## config.mk

```make
export PLATFORM = sky130hd
export DESIGN_NAME = fp_div_arbiter
export DESIGN_NICKNAME = d
export VERILOG_FILES = /design/src/rtl/fp_div_arbiter.sv
export SDC_FILE = /design/constraint.sdc
export NUM_CORES = 1
export LEC_CHECK = 0
export ABC_AREA = 1
export CAP_MARGIN = 40
export CELL_PAD_IN_SITES_DETAIL_PLACEMENT = 2
export CELL_PAD_IN_SITES_GLOBAL_PLACEMENT = 2
export CORE_ASPECT_RATIO = 0.8
export CORE_MARGIN = 5
export CORE_UTILIZATION = 23
export CTS_CLUSTER_SIZE = 25
export DETAILED_ROUTE_END_ITERATION = 10
export GPL_TIMING_DRIVEN = 0
export PLACE_DENSITY = 0.84
export REMOVE_ABC_BUFFERS = 1
export SYNTH_ARGS = -nofsm -noshare
export SYNTH_HDL_FRONTEND = slang
export SYNTH_SLANG_ARGS = --single-unit
```

## constraint.sdc

```tcl
create_clock -name clk -period 2.9 [get_ports clk]
set_input_delay 0.58 -clock clk [delete_from_list [all_inputs] [get_ports clk]]
set_output_delay 0.58 -clock clk [all_outputs]
set_load 0.1 [all_outputs]
```

## src/rtl/fp_div_arbiter.sv

```systemverilog
`default_nettype none
// ============================================================================
// Module   : fp_div_arbiter
// Purpose  : Round-robin arbiter/sequencer sharing one fixed-latency
//            fp_division core among N requesters. One issue per cycle;
//            in-flight ops tracked by a tag pipeline; results return in
//            issue order through a credit-protected FWFT response FIFO.
// Ports    : clk, rst            - clock, asynchronous active-high reset
//            req_valid/ready     - per-requester handshake (ready one-hot/0)
//            req_a/req_b         - packed operands, requester i at [32i+:32]
//            core_a/core_b       - operands to the divider core
//            core_c              - divider result, CORE_LAT cycles later
//            rsp_valid/ready     - response FIFO head handshake
//            rsp_id/data/dz      - head requester index, quotient, div-by-0
//            inflight            - ops issued but not yet in the FIFO
// Options  : FP_DIV_ARB_ZERO_CHECK_EN - flag zero divisors and return a
//            signed infinity with rsp_dz = 1 (rsp_dz tied 0 otherwise).
// Revision : 1.0 - initial release
// ============================================================================
module fp_div_arbiter #(
    parameter int N         = 4,
    parameter int CORE_LAT  = 2,
    parameter int RSP_DEPTH = 4
) (
    input  logic                           clk,
    input  logic                           rst,
    input  logic [N-1:0]                   req_valid,
    output logic [N-1:0]                   req_ready,
    input  logic [32*N-1:0]                req_a,
    input  logic [32*N-1:0]                req_b,
    output logic [31:0]                    core_a,
    output logic [31:0]                    core_b,
    input  logic [31:0]                    core_c,
    output logic                           rsp_valid,
    input  logic                           rsp_ready,
    output logic [$clog2(N)-1:0]           rsp_id,
    output logic [31:0]                    rsp_data,
    output logic                           rsp_dz,
    output logic [$clog2(RSP_DEPTH+1)-1:0] inflight
);

    localparam int c_IDW = $clog2(N);
    localparam int c_CW  = $clog2(RSP_DEPTH + 1);
    localparam int c_PW  = (RSP_DEPTH > 1) ? $clog2(RSP_DEPTH) : 1;

    logic [c_IDW-1:0]    r_rr;
    logic [CORE_LAT-1:0] r_tag_vld;
    logic [c_IDW-1:0]    r_tag_id [CORE_LAT];
    logic [c_CW-1:0]     r_inflight;
    logic [c_CW-1:0]     r_count;
    logic [c_PW-1:0]     r_wr;
    logic [c_PW-1:0]     r_rd;
    logic [c_IDW-1:0]    r_mem_id   [RSP_DEPTH];
    logic [31:0]         r_mem_data [RSP_DEPTH];

    logic                w_found;
    logic [c_IDW-1:0]    w_grant;
    logic                w_can_issue;
    logic                w_fire;
    logic                w_push;
    logic                w_pop;
    logic                w_rsp_valid;
    logic [31:0]         w_a_sel;
    logic [31:0]         w_b_sel;
    logic [31:0]         w_push_data;

    // Credit check uses only registered occupancy, so a pop this cycle frees
    // its slot no earlier than next cycle.
    assign w_can_issue = ({1'b0, r_count} + {1'b0, r_inflight}) < (c_CW + 1)'(RSP_DEPTH);

    // First requesting index at or above the rr pointer, wrapping modulo N.
    always_comb begin
        w_found = 1'b0;
        w_grant = '0;
        for (int k = 0; k < N; k++) begin
            if (!w_found && req_valid[(int'(r_rr) + k) % N]) begin
                w_found = 1'b1;
                w_grant = c_IDW'((int'(r_rr) + k) % N);
            end
        end
    end

    assign w_fire    = w_found & w_can_issue & ~rst;
    assign req_ready = w_fire ? (N'(1) << w_grant) : '0;
    assign w_a_sel   = req_a[int'(w_grant) * 32 +: 32];
    assign w_b_sel   = req_b[int'(w_grant) * 32 +: 32];
    assign core_a    = w_fire ? w_a_sel : 32'h0;
    assign core_b    = w_fire ? w_b_sel : 32'h0;

    // The last tag stage lines up with the cycle core_c holds that op's result.
    assign w_push      = r_tag_vld[CORE_LAT-1];
    assign w_rsp_valid = (r_count != '0);
    assign w_pop       = w_rsp_valid & rsp_ready;

`ifdef FP_DIV_ARB_ZERO_CHECK_EN
    logic [CORE_LAT-1:0] r_tag_dz;
    logic [CORE_LAT-1:0] r_tag_sgn;
    logic                r_mem_dz [RSP_DEPTH];

    always_ff @(posedge clk or posedge rst) begin
        if (rst) begin
            r_tag_dz  <= '0;
            r_tag_sgn <= '0;
        end else begin
            for (int i = CORE_LAT - 1; i > 0; i--) begin
                r_tag_dz[i]  <= r_tag_dz[i-1];
                r_tag_sgn[i] <= r_tag_sgn[i-1];
            end
            r_tag_dz[0]  <= w_fire & (w_b_sel[30:0] == 31'h0);
            r_tag_sgn[0] <= w_a_sel[31] ^ w_b_sel[31];
        end
    end

    // Zero-divisor ops still occupy a core slot so ordering is untouched;
    // only the stored result is substituted.
    assign w_push_data = r_tag_dz[CORE_LAT-1] ? {r_tag_sgn[CORE_LAT-1], 8'hFF, 23'h0} : core_c;

    always_ff @(posedge clk) begin
        if (w_push) begin
            r_mem_dz[r_wr] <= r_tag_dz[CORE_LAT-1];
        end
    end

    assign rsp_dz = w_rsp_valid ? r_mem_dz[r_rd] : 1'b0;
`else
    assign w_push_data = core_c;
    assign rsp_dz      = 1'b0;
`endif

    // Tag pipeline, rr pointer and occupancy counters.
    always_ff @(posedge clk or posedge rst) begin
        if (rst) begin
            r_rr       <= '0;
            r_tag_vld  <= '0;
            r_inflight <= '0;
            r_count    <= '0;
            r_wr       <= '0;
            r_rd       <= '0;
            for (int i = 0; i < CORE_LAT; i++) begin
                r_tag_id[i] <= '0;
            end
        end else begin
            for (int i = CORE_LAT - 1; i > 0; i--) begin
                r_tag_vld[i] <= r_tag_vld[i-1];
                r_tag_id[i]  <= r_tag_id[i-1];
            end
            r_tag_vld[0] <= w_fire;
            r_tag_id[0]  <= w_grant;
            if (w_fire) begin
                r_rr <= (int'(w_grant) == N - 1) ? '0 : w_grant + 1'b1;
            end
            r_inflight <= r_inflight + c_CW'(w_fire) - c_CW'(w_push);
            r_count    <= r_count + c_CW'(w_push) - c_CW'(w_pop);
            if (w_push) begin
                r_wr <= (r_wr == c_PW'(RSP_DEPTH - 1)) ? '0 : r_wr + 1'b1;
            end
            if (w_pop) begin
                r_rd <= (r_rd == c_PW'(RSP_DEPTH - 1)) ? '0 : r_rd + 1'b1;
            end
        end
    end

    // FIFO storage needs no reset: entries are only visible while counted.
    always_ff @(posedge clk) begin
        if (w_push) begin
            r_mem_id[r_wr]   <= r_tag_id[CORE_LAT-1];
            r_mem_data[r_wr] <= w_push_data;
        end
    end

    assign rsp_valid = w_rsp_valid;
    assign rsp_id    = w_rsp_valid ? r_mem_id[r_rd] : '0;
    assign rsp_data  = w_rsp_valid ? r_mem_data[r_rd] : 32'h0;
    assign inflight  = r_inflight;

    // The credit rule must make a push into a full FIFO without a pop impossible.
    a_no_overflow : assert property (@(posedge clk) disable iff (rst)
        !(w_push && !w_pop && (r_count == c_CW'(RSP_DEPTH))));

endmodule
`default_nettype wire

```

==> reports/summary.txt, run 1 <==
crit-path max FO: 10
GP Congestion: 0.849
Finished Layout Cells: 2,346
Fin. Hold Viols: 0
Slew headroom: 0.506
synth cell count leaders: nand2_1, nand3_1, inv_1
Post-Syn Area: 9530 um^2
antenna violations before repair: 29
clk slew on worst S/H paths: 70 ps
first drt pass iteration count: 7
maxcap violations: 0
Synth top area share: 0.428
Post-synth EDFFs: 136
status: finished with violations
row count: 66
Setup-failing EPs final: 71
Cell Area, Placed: 16,600 um^2
# clock sinks: 154
r2r endpoint: inflight[1]
Max Clk Rate: 0.243 GHz
critical path endpoint category: output port
Die ar.: 45,600 um^2
post-layout util: 0.505
area of the multi-input gates: 6030 um^2
Worst Clk Skew: 17.5 ps
ys async rst share: 0.117
worst reg2reg path startpoint: r_rr[0]
first-pass GRT wire length: 102,000 um
CTS tree: done
flop-to-flop setup slack: -220 ps
vias in the first global route: 14,283
CTS HTree Levels: 4
WL/cell: 37.8 um
Vias: 13,001
crit path time final: 4120 ps
Area growth, synth to finish: 116%
Primary FF master, synth: edfxtp_1
HP Class: flip-flop to flip-flop
final design area excluding fillers: 20,600 um^2
global route overflow: 0
worst-case reg-to-reg path depth: 14
sequential element share of the synthesized area: 0.476
DIE HEIGHT: 192 um
drt initial violations: 917
IO Count: 402
Yosys cell types: 25
Req. time, crit path: 2320 ps
top cell type by total area after synthesis: edfxtp_1
Max Buffers Root-to-Sink: 2
failing checks: setup timing
Post-Route WL: 88,700 um
chip width: 238 um
CORE AREA: 40,800 um^2
CTS buffer count: 17
Fillers: 4,021
Post-Syn Area per Cell: 7.55 um^2
hold buffers post-CTS: 0
worst slew pin tran: 741 ps
Hold Path Sink: r_tag_id[1]
top-count cell post-synth: nand2_1
largest net degree at the start of global routing: 38
CP Class: flip-flop to output port
Area contributors post-synth: edfxtp_1, nand2_1, nand3_1
Yosys warning count: 0
Port Buf Inserts: 400
Layout Nets: 2,063
clock root buffer: clkbuf_16
Hold Path Stages: 0
register bit total from synthesis: 154
share of layout cells above drive strength 1: 0.361
final antenna-violating net count: 0
Vias/cell: 5.54
critical path data arrival time: 3540 ps
final setup TNS: -62,980 ps
final worst slack: -1220 ps
Skew-Pair Late Insertion Delay: 440 ps
FF/Latch Area: 4540 um^2
Initial Utilization: 0.234
Max Slew Vio Count: 0
Syn Inst Count: 1,262
RSZ-0062 raised after global routing: true
DPL Wire Length: 43,300 um
period utilization: 1.42
Post-route DRC: 0
Hold Path Origin: r_tag_id[3]
crit start category: flip-flop
Placed Instances: 2,242
GRT Util Overall: 0.308
-- state kept, by name (all words and copies together) (netlist names) --
signal      flops
r_mem_data    128
r_rr            2
inflight        3
r_wr            2
r_tag_vld       2
r_rd            2
r_mem_id        8
r_count         3
r_tag_id        4
-- placed cells by master, fill, tap and decap left out, types with 8 or more instances in the layout --
cell type / count
buf_16: 53
nand2_4: 31
nand3_4: 29
buf_12: 66
nand3_1: 104
ha_1: 10
nor2_1: 138
diode_2: 38
inv_2: 11
buf_6: 21
nand2_2: 107
clkdlybuf4s50_1: 294
o21ai_0: 74
edfxtp_1: 136
nand2_8: 8
buf_4: 47
a21oi_4: 56
a21oi_1: 30
nand3_2: 71
dfrtp_1: 13
clkbuf_16: 71
buf_8: 9
a21oi_2: 13
nand2_1: 166
inv_1: 144
-- layer usage --
layer / share of wire / track usage
met3: 0.082 / 0.0800
met4: 0.094 / 0.187
met5: 0.0011 / 0
met1: 0.35 / 0.319
met2: 0.47 / 0.559
-- critical path: stages (launching register included) --
cell and delay (ps):
dfrtp_2 550, inv_6 80, buf_4 150, nand2_2 60, nand2_2 110, nand2_2 110
nand2_2 80, nand2_4 130, nand2_8 90, nand2_4 90, nand3_4 150, buf_16 210
buf_16 160, buf_4 140, nand2_1 100, nand3_2 120, a21oi_4 430, clkbuf_16 310
-- layout make-up --
type	count	area share
clock buffer	19	0.0210
antenna	38	0.00461
timing repair inverter	5	0.00316
inverter	162	0.0326
multi-input combinational	859	0.293
tap	544	0.0330
timing repair buffer	552	0.386
sequential	154	0.220
clock inverter	13	0.00619
-- how the worst max path moves through the flow --
stage / start / end / slack [ps] / depth (start not counted)
detailed placement: req_valid[1] / core_a[31] / -2000 / 16
global route: r_rr[0] / core_a[31] / -1260 / 16
finish: r_rr[0] / core_a[31] / -1220 / 17
CTS: r_rr[0] / core_b[28] / -620 / 16
global placement: req_valid[1] / core_a[16] / -6960 / 13
floorplan: r_rr[0] / core_a[0] / -3570 / 12
-- kinds of logic (layout without fill, tap and decap cells) --
kind of cell,count (synthesis),count (layout),share of synthesized area
compound gates,175,175,0.0919
xor+xnor,4,4,0.00368
fa+ha+maj,17,17,0.0239
buf+inv,253,751,0.116
flops,154,154,0.476
other cells,1,39,0.000393
simple gates,658,662,0.288
-- stage by stage --
step,setup slack [ps],hold WS (ps)
after CTS,-618,354
after global placement,-6960,333
after global routing,-1260,363
after detailed placement,-2000,355
after floorplan,-3570,331
final,-1220,354
-- timing repair --
action                                  in CTS  in global routing
endpoints found under the setup margin     107                 77
pin swaps                                   92                 88
gates cloned                                42                  6
gates resized for setup                    371                280
buffers inserted                            62                 33
Power of run 1 is left out: the tool's default activity adds up to more than one toggle a clock period on the data nets, which glitch-free logic cannot reach.
==> run 2: changes to the inputs <==
CORE_MARGIN = 4   (was 5)
==> reports/summary.txt, run 2 (synthesis gave the netlist of run 1 again) <==
most frequent cells in the layout: clkdlybuf4s50_1, nand2_1, inv_1
Max Clk Rate: 0.253 GHz
Area growth, synth to finish: 117%
Initial Utilization: 0.234
final antenna-violating net count: 0
Largest delay share family, worst path: simple AND/OR/NAND/NOR gates
Setup-failing EPs final: 71
Fin. Hold Viols: 0
first drt pass iteration count: 5
GRT Util Overall: 0.327
Vias/cell: 5.52
Max Slew Vio Count: 0
worst slew pin tran: 858 ps
crit start category: flip-flop
first-pass GRT wire length: 106,000 um
crit-path max FO: 8
DPL Wire Length: 42,800 um
clk slew on worst S/H paths: 70 ps
Critical Path Max Stage Delay: 480 ps
global route overflow: 0
final worst slack: -1050 ps
maxcap violations: 0
vias in the first global route: 14,335
dpl ws: -1890 ps
CORE AREA: 40,800 um^2
Slew headroom: 0.427
Post-Route WL: 86,800 um
max reg flops: 128
final setup TNS: -62,350 ps
CP Class: flip-flop to output port
IO Count: 402
commonest non-fill, non-tap cell in the layout: clkdlybuf4s50_1
drt initial violations: 974
Die ar.: 44,800 um^2
status: finished with violations
Largest regs: r_mem_data (128), r_mem_id (8), r_tag_id (4)
CTS buffer count: 17
Post-route DRC: 0
hold buffers post-CTS: 0
antenna violations before repair: 28
critical path data arrival time: 3370 ps
Vias: 12,938
HP Class: flip-flop to flip-flop
# clock sinks: 154
CP bufs+invs: 6
GP Congestion: 0.829
Skew-Pair Late Insertion Delay: 430 ps
share of layout cells above drive strength 1: 0.360
period utilization: 1.36
Port Buf Inserts: 400
WL/cell: 37.1 um
RSZ-0062 raised after global routing: true
CTS HTree Levels: 4
chip width: 236 um
critical path endpoint category: output port
crit-path cells: buf_6 -> clkinv_8 -> nand2_4 -> nand3_2 -> nand2_4 -> nor2_4 -> nand3_4 -> nand3_4 -> buf_16 -> buf_12 -> buf_16 -> nand2_2 -> nand2_1 -> nand2_2 -> a21oi_4 -> clkbuf_16
crit path time final: 3950 ps
largest net degree at the start of global routing: 33
Max Buffers Root-to-Sink: 2
clock root buffer: clkbuf_16
Worst path slowest cell: dfrtp_2
Worst Clk Skew: 14.2 ps
row count: 66
CTS tree: done
failing checks: setup timing
Most flops, register: r_mem_data
post-layout util: 0.508
DIE HEIGHT: 190 um
Req. time, crit path: 2320 ps
Layout Nets: 2,062
==> run 2: layout make-up <==
type / count / area (um^2)
inverter: 162 / 682
sequential: 154 / 4540
clock buffer: 17 / 425
timing repair inverter: 5 / 56.3
clock inverter: 15 / 189
fill: 4057 / 20100
timing repair buffer: 551 / 7850
antenna: 35 / 87.6
tap: 544 / 681
multi-input combinational: 859 / 6200
==> run 2: timing repair <==
item,CTS,global route
setup endpoints to repair,109,77
gates resized for setup,495,171
gates cloned,39,3
pin swaps,112,75
setup buffers,74,25
==> run 2: final timing paths <==
path,start,to,slack (ps),cells after the start
min in group asynchronous,rst,r_tag_vld[0],730,2
worst min-delay path,r_tag_id[3],r_tag_id[1],370,0
worst min register to register,r_tag_id[3],r_tag_id[1],370,0
worst max register to register,r_rr[0],inflight[1],-410,15
max in group asynchronous,rst,r_rd[0],1540,2
worst max-delay path,r_rr[0],core_b[27],-1050,16
==> run 2: routing by layer <==
metal,track usage,up-vias,wire (um),share of wire
met3,0.0838,446,6550,0.075
met5,0,-,27,0.00031
met4,0.207,4,8670,0.10
li1,-,5137,-,-
met1,0.334,6486,29100,0.34
met2,0.597,865,42400,0.49
==> run 2: stage by stage <==
step / hold slack [ps] / instances / cell area (um^2)
floorplan: 331 / 1171 / 9030
global placement: 333 / 2115 / 13700
detailed placement: 340 / 2241 / 16600
CTS: 364 / 2285 / 20000
global route: 384 / 2338 / 20700
finish: 371 / 2342 / 20700
Power of run 2 is left out for the same reason.
==> run 3: changes to the inputs <==
CTS_CLUSTER_DIAMETER = 60   (was unset)
==> results of run 3 <==
The final DEF is identical to that of run 2; final timing and power are the same.
Power of run 3 is left out for the same reason.
